`src/rtl/ifft_butterfly_pipe.sv`:
```
// Inverse radix-2 butterfly, two-stage valid/ready pipeline.
//   out1 = (A + B*W)/2, out2 = (A - B*W)/2, with W = 1 or +j.
// Optional feature macro: IBFLY_ROUND_EN
//   defined   -> halving rounds half up ((s+1)>>>1) and clamps to the DATA_W range
//   undefined -> halving is a plain floor shift (s>>>1); no clamp is needed
module ifft_butterfly_pipe #(
    parameter int DATA_W  = 16,
    parameter int COUNT_W = 16
) (
    input  logic                     clock,
    input  logic                     reset_n,
    input  logic                     in_valid,
    output logic                     in_ready,
    input  logic signed [DATA_W-1:0] x1,
    input  logic signed [DATA_W-1:0] y1,
    input  logic signed [DATA_W-1:0] x2,
    input  logic signed [DATA_W-1:0] y2,
    input  logic                     twiddle_j,
    output logic                     out_valid,
    input  logic                     out_ready,
    output logic signed [DATA_W-1:0] xout1,
    output logic signed [DATA_W-1:0] yout1,
    output logic signed [DATA_W-1:0] xout2,
    output logic signed [DATA_W-1:0] yout2,
    output logic [COUNT_W-1:0]       pair_count
);

    // Rotated operand needs one extra bit so that -(-2^(DATA_W-1)) is exact;
    // the butterfly sums are formed with two extra bits.
    localparam int BW = DATA_W + 1;
    localparam int SW = DATA_W + 2;

`ifdef IBFLY_ROUND_EN
    localparam logic signed [SW-1:0] ONE   = 1;
    localparam logic signed [SW-1:0] MAX_V = SW'((1 <<< (DATA_W - 1)) - 1);
    localparam logic signed [SW-1:0] MIN_V = -MAX_V - ONE;
`endif

    // Handshake: a transfer happens on an edge where valid && ready on that side.
    // Stage 2 (the output register) advances when it is empty or the consumer
    // takes it. Stage 1 loads whenever it is empty or stage 2 advances, which is
    // exactly in_ready, so in_ready is combinational from out_ready. A stalled
    // output register holds its data unchanged.
    logic adv2;
    logic adv1;
    logic s1_valid;
    logic s2_valid;

    assign adv2      = !s2_valid || out_ready;
    assign adv1      = adv2;
    assign in_ready  = !s1_valid || adv1;
    assign out_valid = s2_valid;

    // Twiddle rotation: W^0 passes B through, +j maps (x2, y2) to (-y2, x2).
    logic signed [BW-1:0] x2_e;
    logic signed [BW-1:0] y2_e;
    logic signed [BW-1:0] y2_neg;
    logic signed [BW-1:0] bt_x;
    logic signed [BW-1:0] bt_y;

    assign x2_e   = {x2[DATA_W-1], x2};
    assign y2_e   = {y2[DATA_W-1], y2};
    assign y2_neg = -y2_e;
    assign bt_x   = twiddle_j ? y2_neg : x2_e;
    assign bt_y   = twiddle_j ? x2_e : y2_e;

    logic signed [DATA_W-1:0] s1_ax;
    logic signed [DATA_W-1:0] s1_ay;
    logic signed [BW-1:0]     s1_bx;
    logic signed [BW-1:0]     s1_by;

    // Stage 1: capture A and the rotated B whenever the stage can accept.
    always_ff @(posedge clock) begin
        if (!reset_n) begin
            s1_valid <= 1'b0;
            s1_ax    <= '0;
            s1_ay    <= '0;
            s1_bx    <= '0;
            s1_by    <= '0;
        end else if (in_ready) begin
            s1_valid <= in_valid;
            s1_ax    <= x1;
            s1_ay    <= y1;
            s1_bx    <= bt_x;
            s1_by    <= bt_y;
        end
    end

    // Butterfly sums at full width, so the halving step never overflows.
    logic signed [SW-1:0] ax_e;
    logic signed [SW-1:0] ay_e;
    logic signed [SW-1:0] bx_e;
    logic signed [SW-1:0] by_e;
    logic signed [SW-1:0] sum_x;
    logic signed [SW-1:0] sum_y;
    logic signed [SW-1:0] dif_x;
    logic signed [SW-1:0] dif_y;

    assign ax_e  = {{2{s1_ax[DATA_W-1]}}, s1_ax};
    assign ay_e  = {{2{s1_ay[DATA_W-1]}}, s1_ay};
    assign bx_e  = {s1_bx[BW-1], s1_bx};
    assign by_e  = {s1_by[BW-1], s1_by};
    assign sum_x = ax_e + bx_e;
    assign sum_y = ay_e + by_e;
    assign dif_x = ax_e - bx_e;
    assign dif_y = ay_e - by_e;

    // Halve one butterfly sum back to DATA_W bits.
    function automatic logic signed [DATA_W-1:0] halve(input logic signed [SW-1:0] v);
`ifdef IBFLY_ROUND_EN
        logic signed [SW-1:0] r;
        r = (v + ONE) >>> 1;
        if (r > MAX_V) begin
            return DATA_W'(MAX_V);
        end else if (r < MIN_V) begin
            return DATA_W'(MIN_V);
        end else begin
            return DATA_W'(r);
        end
`else
        return DATA_W'(v >>> 1);
`endif
    endfunction

    // Stage 2: halved butterfly results; this register drives the outputs.
    always_ff @(posedge clock) begin
        if (!reset_n) begin
            s2_valid <= 1'b0;
            xout1    <= '0;
            yout1    <= '0;
            xout2    <= '0;
            yout2    <= '0;
        end else if (adv2) begin
            s2_valid <= s1_valid;
            xout1    <= halve(sum_x);
            yout1    <= halve(sum_y);
            xout2    <= halve(dif_x);
            yout2    <= halve(dif_y);
        end
    end

    // Delivered-pair counter, wraps naturally.
    always_ff @(posedge clock) begin
        if (!reset_n) begin
            pair_count <= '0;
        end else if (out_valid && out_ready) begin
            pair_count <= pair_count + 1'b1;
        end
    end

endmodule

```
`config.mk`:
```
export PLATFORM = sky130hd
export DESIGN_NAME = ifft_butterfly_pipe
export DESIGN_NICKNAME = d
export VERILOG_FILES = /design/src/rtl/ifft_butterfly_pipe.sv
export SDC_FILE = /design/constraint.sdc
export NUM_CORES = 1
export LEC_CHECK = 0
export ABC_AREA = 1
export CAP_MARGIN = 20
export CORE_MARGIN = 2
export CORE_UTILIZATION = 50
export DETAILED_ROUTE_END_ITERATION = 16
export PLACE_DENSITY = 0.73
export SKIP_CTS_REPAIR_TIMING = 1
export SLEW_MARGIN = 0
export SYNTH_ARGS = -nofsm -noshare
export SYNTH_HDL_FRONTEND = slang
export SYNTH_SLANG_ARGS = --single-unit
```
`constraint.sdc`:
```
create_clock -name clock -period 1.85 [get_ports clock]
set_input_delay 0.555 -clock clock [delete_from_list [all_inputs] [get_ports clock]]
set_output_delay 0.555 -clock clock [all_outputs]
set_load 0.01 [all_outputs]
```
======== Yosys cells after proc, flatten, opt, wreduce, memory -nomap -nowiden ========
Index checks and enable logic that the tools add are counted.
word-level totals
  output and inout bits ................... 82
  input port bits ......................... 69
  word-level logic and storage cells ...... 24
  bits in registers ....................... 148
operators by class
  add/subtract/negate cells ............... 6
  muxes and demuxes ....................... 2
  reductions and logical operators ........ 5
operator list
  kind                     count
  $add A16 B17 Y17         2
  $mux W17                 2
  $sub A16 B17 Y17         2
  $neg A16 Y17             1
  $add A16 B1 Y16 const B  1
  $logic_not A1 Y1         2
  $logic_or A1 B1 Y1       2
  $logic_and A1 B1 Y1      1

======== Longest topological paths before layout ========
  depth after elaboration ................. 3
  mapped depth ............................ 16
  gate-level depth less buffers ........... 15

======== Worst setup path after synthesis ========
Ideal clock, no wire load.
  kind .................................... input to output
  start point ............................. in out_ready
  end point ............................... out in_ready
  data arrival time ....................... 1.243 ns
  cell stages on the path ................. 6
  path slack .............................. 0.052 ns
  path through ............................ nor2_4 > inv_4 > nor2_8 > inv_2 > buf_6 > buf_2
between the ends
  cells in the longest elaborated chain, start to end .. 2
ends and longest elaborated chain
  element             RTL line  text
  from (decl)         20        input logic out_ready,
  $logic_or A1 B1 Y1  49        assign adv2 = !s2_valid || out_ready;
  $logic_or A1 B1 Y1  51        assign in_ready = !s1_valid || adv1;
  to (decl)           13        output logic in_ready,
Every way passes these cells.

======== Worst setup path in the final report ========
  start point ............................. reg s2_valid, in the netlist out_valid
  end point ............................... out in_ready
between the ends
  cells in the longest elaborated chain, start to end .. 3
ends and longest elaborated chain
  element                 RTL line  text
  from (decl)             47        logic s2_valid;
  from (signal assigned)  134       s2_valid <= s1_valid;
  $logic_not A1 Y1        49
  $logic_or A1 B1 Y1      49
  $logic_or A1 B1 Y1      51
Every way passes these cells.

==> impl_metrics.prom <==
# TYPE chip_impl_metric gauge
chip_impl_metric{name="first_global_vias",unit=""} 9724
chip_impl_metric{name="worst_slew_pin_slew",unit="ns"} 0.611
chip_impl_metric{name="synth-adder-area-share",unit=""} 0.0858
chip_impl_metric{name="finalSetupViolCount",unit=""} 0
chip_impl_metric{name="firstDrtPassIters",unit=""} 5
chip_impl_metric{name="cts.clk_slew.worst_paths",unit="ns"} 0.07
chip_impl_info{name="hold_path.class",value="flop to flop"} 1
chip_impl_metric{name="power.combinational.fraction",unit=""} 0.320
chip_impl_metric{name="clk_path_buf_depth",unit=""} 2
chip_impl_info{name="rsz0062_at_grt",value="true"} 1
chip_impl_metric{name="share_of_the_synthesized_area_in_compound_gates_ao_oa_aoi_oai",unit=""} 0.155
chip_impl_metric{name="nNetsFinal",unit=""} 2015
chip_impl_info{name="synth_top_cell_by_area",value="dfxtp_1"} 1
chip_impl_metric{name="timing.final.hold_violations",unit=""} 0
chip_impl_metric{name="postSynthCellCount",unit=""} 1600
chip_impl_metric{name="dpl.hpwl",unit="um"} 24700
chip_impl_info{name="worst_r2r_startpoint",value="s1_bx[12]"} 1
chip_impl_metric{name="fin_crit_sh",unit=""} 0.984
chip_impl_metric{name="clock_tree.htree_level_count",unit=""} 4
chip_impl_metric{name="syn-mean-instance-area",unit="um2"} 6.23
chip_impl_metric{name="hold-worst-slack",unit="ns"} 0.478
chip_impl_metric{name="grt_use_total",unit=""} 0.293
chip_impl_metric{name="fraction_of_final_layout_cells_with_drive_strength_greater_than_1",unit=""} 0.197
chip_impl_metric{name="powerDensity",unit="nW/um2"} 737
chip_impl_metric{name="numPortBuffers",unit=""} 150
chip_impl_info{name="critical_path_class",value="flop to output port"} 1
chip_impl_metric{name="vias",unit=""} 10900
chip_impl_metric{name="power_frac_seq",unit=""} 0.346
chip_impl_metric{name="path_max_fanout",unit=""} 2
chip_impl_metric{name="timing.hold.worst_path_depth",unit=""} 1
chip_impl_metric{name="power.switching_fraction",unit=""} 0.343
chip_impl_metric{name="register_bit_total_from_synthesis",unit=""} 147
chip_impl_metric{name="initial_utilization",unit=""} 0.511
chip_impl_metric{name="cp.arrival",unit="ns"} 1.27
chip_impl_info{name="post_synth_main_area_contributors",value="dfxtp_1 (30%), nand2_1 (16%), inv_1 (11%), ha_1 (7.8%), o21ai_0 (7.0%)"} 1
chip_impl_info{name="largest_family_of_logic_cells_by_synthesized_area",value="simple AND/OR/NAND/NOR gates"} 1
chip_impl_metric{name="synth_xor_xnor_area_share",unit=""} 0.0264
chip_impl_info{name="status",value="finished, final reports clean"} 1
chip_impl_metric{name="finalWirelength",unit="um"} 32600
chip_impl_info{name="hold_end",value="pair_count[11]"} 1
chip_impl_metric{name="finalCriticalPeriod",unit="ns"} 1.82
chip_impl_info{name="endpoint_of_the_most_critical_register_to_register_path",value="xout2[12]"} 1
chip_impl_metric{name="postSynthNetCount",unit=""} 1735
chip_impl_metric{name="gp_congestion",unit=""} 0.970
chip_impl_metric{name="die_width",unit="um"} 145
chip_impl_metric{name="power.share.clock",unit=""} 0.334
chip_impl_metric{name="antenna_viol_nets_final",unit=""} 0
chip_impl_metric{name="gr-total-overflow",unit=""} 0
chip_impl_metric{name="timing.max_slew.rel_slack",unit=""} 0.592
chip_impl_info{name="critical_path.endpoint_type",value="output port"} 1
chip_impl_metric{name="clock-skew-final",unit="ns"} 0.0119
chip_impl_metric{name="timing.reg2reg.setup_slack",unit="ns"} 0.05
chip_impl_metric{name="p_sw",unit="W"} 0.00364
chip_impl_info{name="clock_tree_from_tritoncts",value="yes"} 1
chip_impl_info{name="cts.root.buffer_cell",value="clkbuf_16"} 1
chip_impl_metric{name="die_area",unit="um2"} 21100
chip_impl_metric{name="timing.critical_path.required",unit="ns"} 1.29
chip_impl_metric{name="inserted_diodes",unit=""} 0
chip_impl_metric{name="yosysSeqAreaShare",unit=""} 0.295
chip_impl_metric{name="vias_per_cell",unit=""} 5.03
chip_impl_metric{name="first_pass_grt_wire_length",unit="um"} 50100
chip_impl_metric{name="row_count",unit=""} 51
chip_impl_metric{name="synthToLayoutAreaGrowth",unit="%"} 44.3
chip_impl_metric{name="floorplan.core_area",unit="um2"} 19500
chip_impl_metric{name="power_report.internal_total",unit="W"} 0.00697
chip_impl_metric{name="avgRoutedWirePerCell",unit="um"} 15.1
chip_impl_metric{name="max_cap_viol_count",unit=""} 0
chip_impl_metric{name="cts-buffers-inserted",unit=""} 17
chip_impl_metric{name="worstSkewPairLatency",unit="ns"} 0.43
chip_impl_metric{name="grt_start_max_net_pins",unit=""} 78
chip_impl_metric{name="tritoncts_num_sinks",unit=""} 147
chip_impl_metric{name="post_synth_instance_area",unit="um2"} 9970
chip_impl_info{name="worstSetupStartpointType",value="flop"} 1
chip_impl_metric{name="p_leak",unit="nW"} 8.81
chip_impl_metric{name="vdd_ir_drop_max",unit="V"} 0.000682
chip_impl_metric{name="yosys_warnings",unit=""} 0
chip_impl_metric{name="grt_antenna_before_repair",unit=""} 0
chip_impl_metric{name="post_synth_num_cell_types",unit=""} 40
chip_impl_metric{name="floorplan.die.height",unit="um"} 145
chip_impl_metric{name="setup_tns_final",unit="ns"} 0
chip_impl_metric{name="synthMuxAreaShare",unit=""} 0
chip_impl_metric{name="synth_simple_gate_area_share",unit=""} 0.291
chip_impl_metric{name="timing.final.max_slew_violations",unit=""} 0
chip_impl_metric{name="detail_route.iter0.violations",unit=""} 950
chip_impl_info{name="min-delay-start",value="pair_count[11]"} 1
chip_impl_metric{name="reg2reg_depth",unit=""} 11
chip_impl_metric{name="synth_largest_type_area_fraction",unit=""} 0.295
chip_impl_metric{name="drc",unit=""} 0
chip_impl_metric{name="maxClockFrequency",unit="MHz"} 549
chip_impl_metric{name="io_pins",unit=""} 151
[metrics by stage]
stage | std cells | cell area, um2 | setup WS [ns] | util | total power (W)
global placement | 2121 | 12900 | -0.560 | 0.660 | 0.00675
global route | 2158 | 14400 | -0.0522 | 0.737 | 0.0111
CTS | 2153 | 13500 | -0.565 | 0.690 | 0.0103
floorplan | 1600 | 9970 | 0.0520 | - | 0.00528
finish | 2158 | 14400 | 0.0289 | 0.737 | 0.0106
detailed placement | 2121 | 12900 | -0.560 | 0.660 | 0.00680
[cell usage in the layout (no fill, tap or decap), types with 8 or more instances in the layout]
| cell | n |
|---|---|
| nand2_1 | 386 |
| inv_1 | 293 |
| buf_4 | 171 |
| o21ai_0 | 139 |
| dfxtp_1 | 125 |
| nor2_1 | 123 |
| nand3_1 | 87 |
| dlymetal6s2s_1 | 84 |
| a21oi_1 | 67 |
| clkdlybuf4s50_1 | 65 |
| nand2_2 | 36 |
| ha_1 | 33 |
| o21bai_1 | 27 |
| xor2_1 | 27 |
| ha_4 | 26 |
| a31oi_1 | 21 |
| dfxtp_2 | 18 |
| a21oi_2 | 17 |
| clkbuf_16 | 17 |
| inv_2 | 13 |
| nor2_2 | 11 |
| nand3_2 | 11 |
| nor3_1 | 10 |
| nand4_1 | 8 |
[layer usage]
metal | global-route usage | part of all wire | up-vias | routed length, um
met5 | 0 | 0 | - | 0
met4 | 0.0819 | 0.020 | 0 | 636
met3 | 0.0437 | 0.069 | 40 | 2230
met2 | 0.434 | 0.43 | 405 | 13900
met1 | 0.441 | 0.49 | 4879 | 15800
li1 | - | - | 5526 | -
[worst max-delay path, stage by stage, from the launching register on]
cell	delay, ns
dfxtp_2	0.33
inv_1	0.06
nor2_4	0.11
inv_4	0.06
nor2_8	0.07
inv_2	0.05
dlymetal6s2s_1	0.16
[state kept, by name, indices dropped and copies added, names as in the netlist]
| signal | count |
|---|---|
| s1_by | 16 |
| s1_valid | 1 |
| pair_count | 16 |
| xout1 | 16 |
| xout2 | 16 |
| s1_bx | 17 |
| yout2 | 16 |
| yout1 | 16 |
| s1_ax | 16 |
| out_valid | 1 |
| s1_ay | 16 |
[cells by family after synthesis]
| group | after synthesis |
|---|---|
| DFF | 147 |
| xor gates and xnor gates | 30 |
| AOI/OAI and AO/OA | 284 |
| and+or+nand+nor | 696 |
| adders and majority gates | 66 |
| buffers and inverters | 377 |
[worst max path at each step]
| stage | slack (ns) | cells after the start | end | from |
|---|---|---|---|---|
| 2_1_floorplan | 0.05 | 6 | in_ready | out_ready |
| 3_3_place_gp | -0.56 | 6 | in_ready | out_ready |
| 3_5_place_dp | -0.56 | 6 | in_ready | out_ready |
| 4_1_cts | -0.57 | 6 | in_ready | out_ready |
| 5_1_grt | -0.05 | 14 | xout1[11] | s1_bx[7] |
| 6_report | 0.03 | 6 | in_ready | out_valid |
[synthesized netlist by cell type (all sizes together)]
library cell and n:
and2 4, o21ai 141, xor2 28, nor2 141, a31oi 21, o31ai 1
fa 4, clkinv 2, nand4 8, and3 4, a22oi 1, o21bai 27
nand3 99, o211ai 6, a21oi 84, dfxtp 147, nand3b 1, o21a 2
nand2 423, buf 36, ha 62, xnor2 2, inv 307, or2 1
a41oi 1, clkbuf 32, nor3 15
[power by group through the flow]
| stage | registers [W] | logic [W] | clock network (W) |
|---|---|---|---|
| finish | 0.00367 | 0.00340 | 0.00354 |
| global route | 0.00370 | 0.00372 | 0.00372 |
| CTS | 0.00364 | 0.00311 | 0.00358 |
| detailed placement | 0.00371 | 0.00309 | 0 |
| global placement | 0.00370 | 0.00305 | 0 |
| floorplan | 0.00378 | 0.00150 | 0 |
[cell type report]
cell class	instances	area, um2
Sequential cell	147	2980
Timing Repair Buffer	329	3140
Multi-Input combinational cell	1076	6180
Fill cell	1647	5140
Inverter	309	1160
Clock buffer	17	425
Clock inverter	15	166
Tap cell	265	332
(Power assumes the default switching activity.)
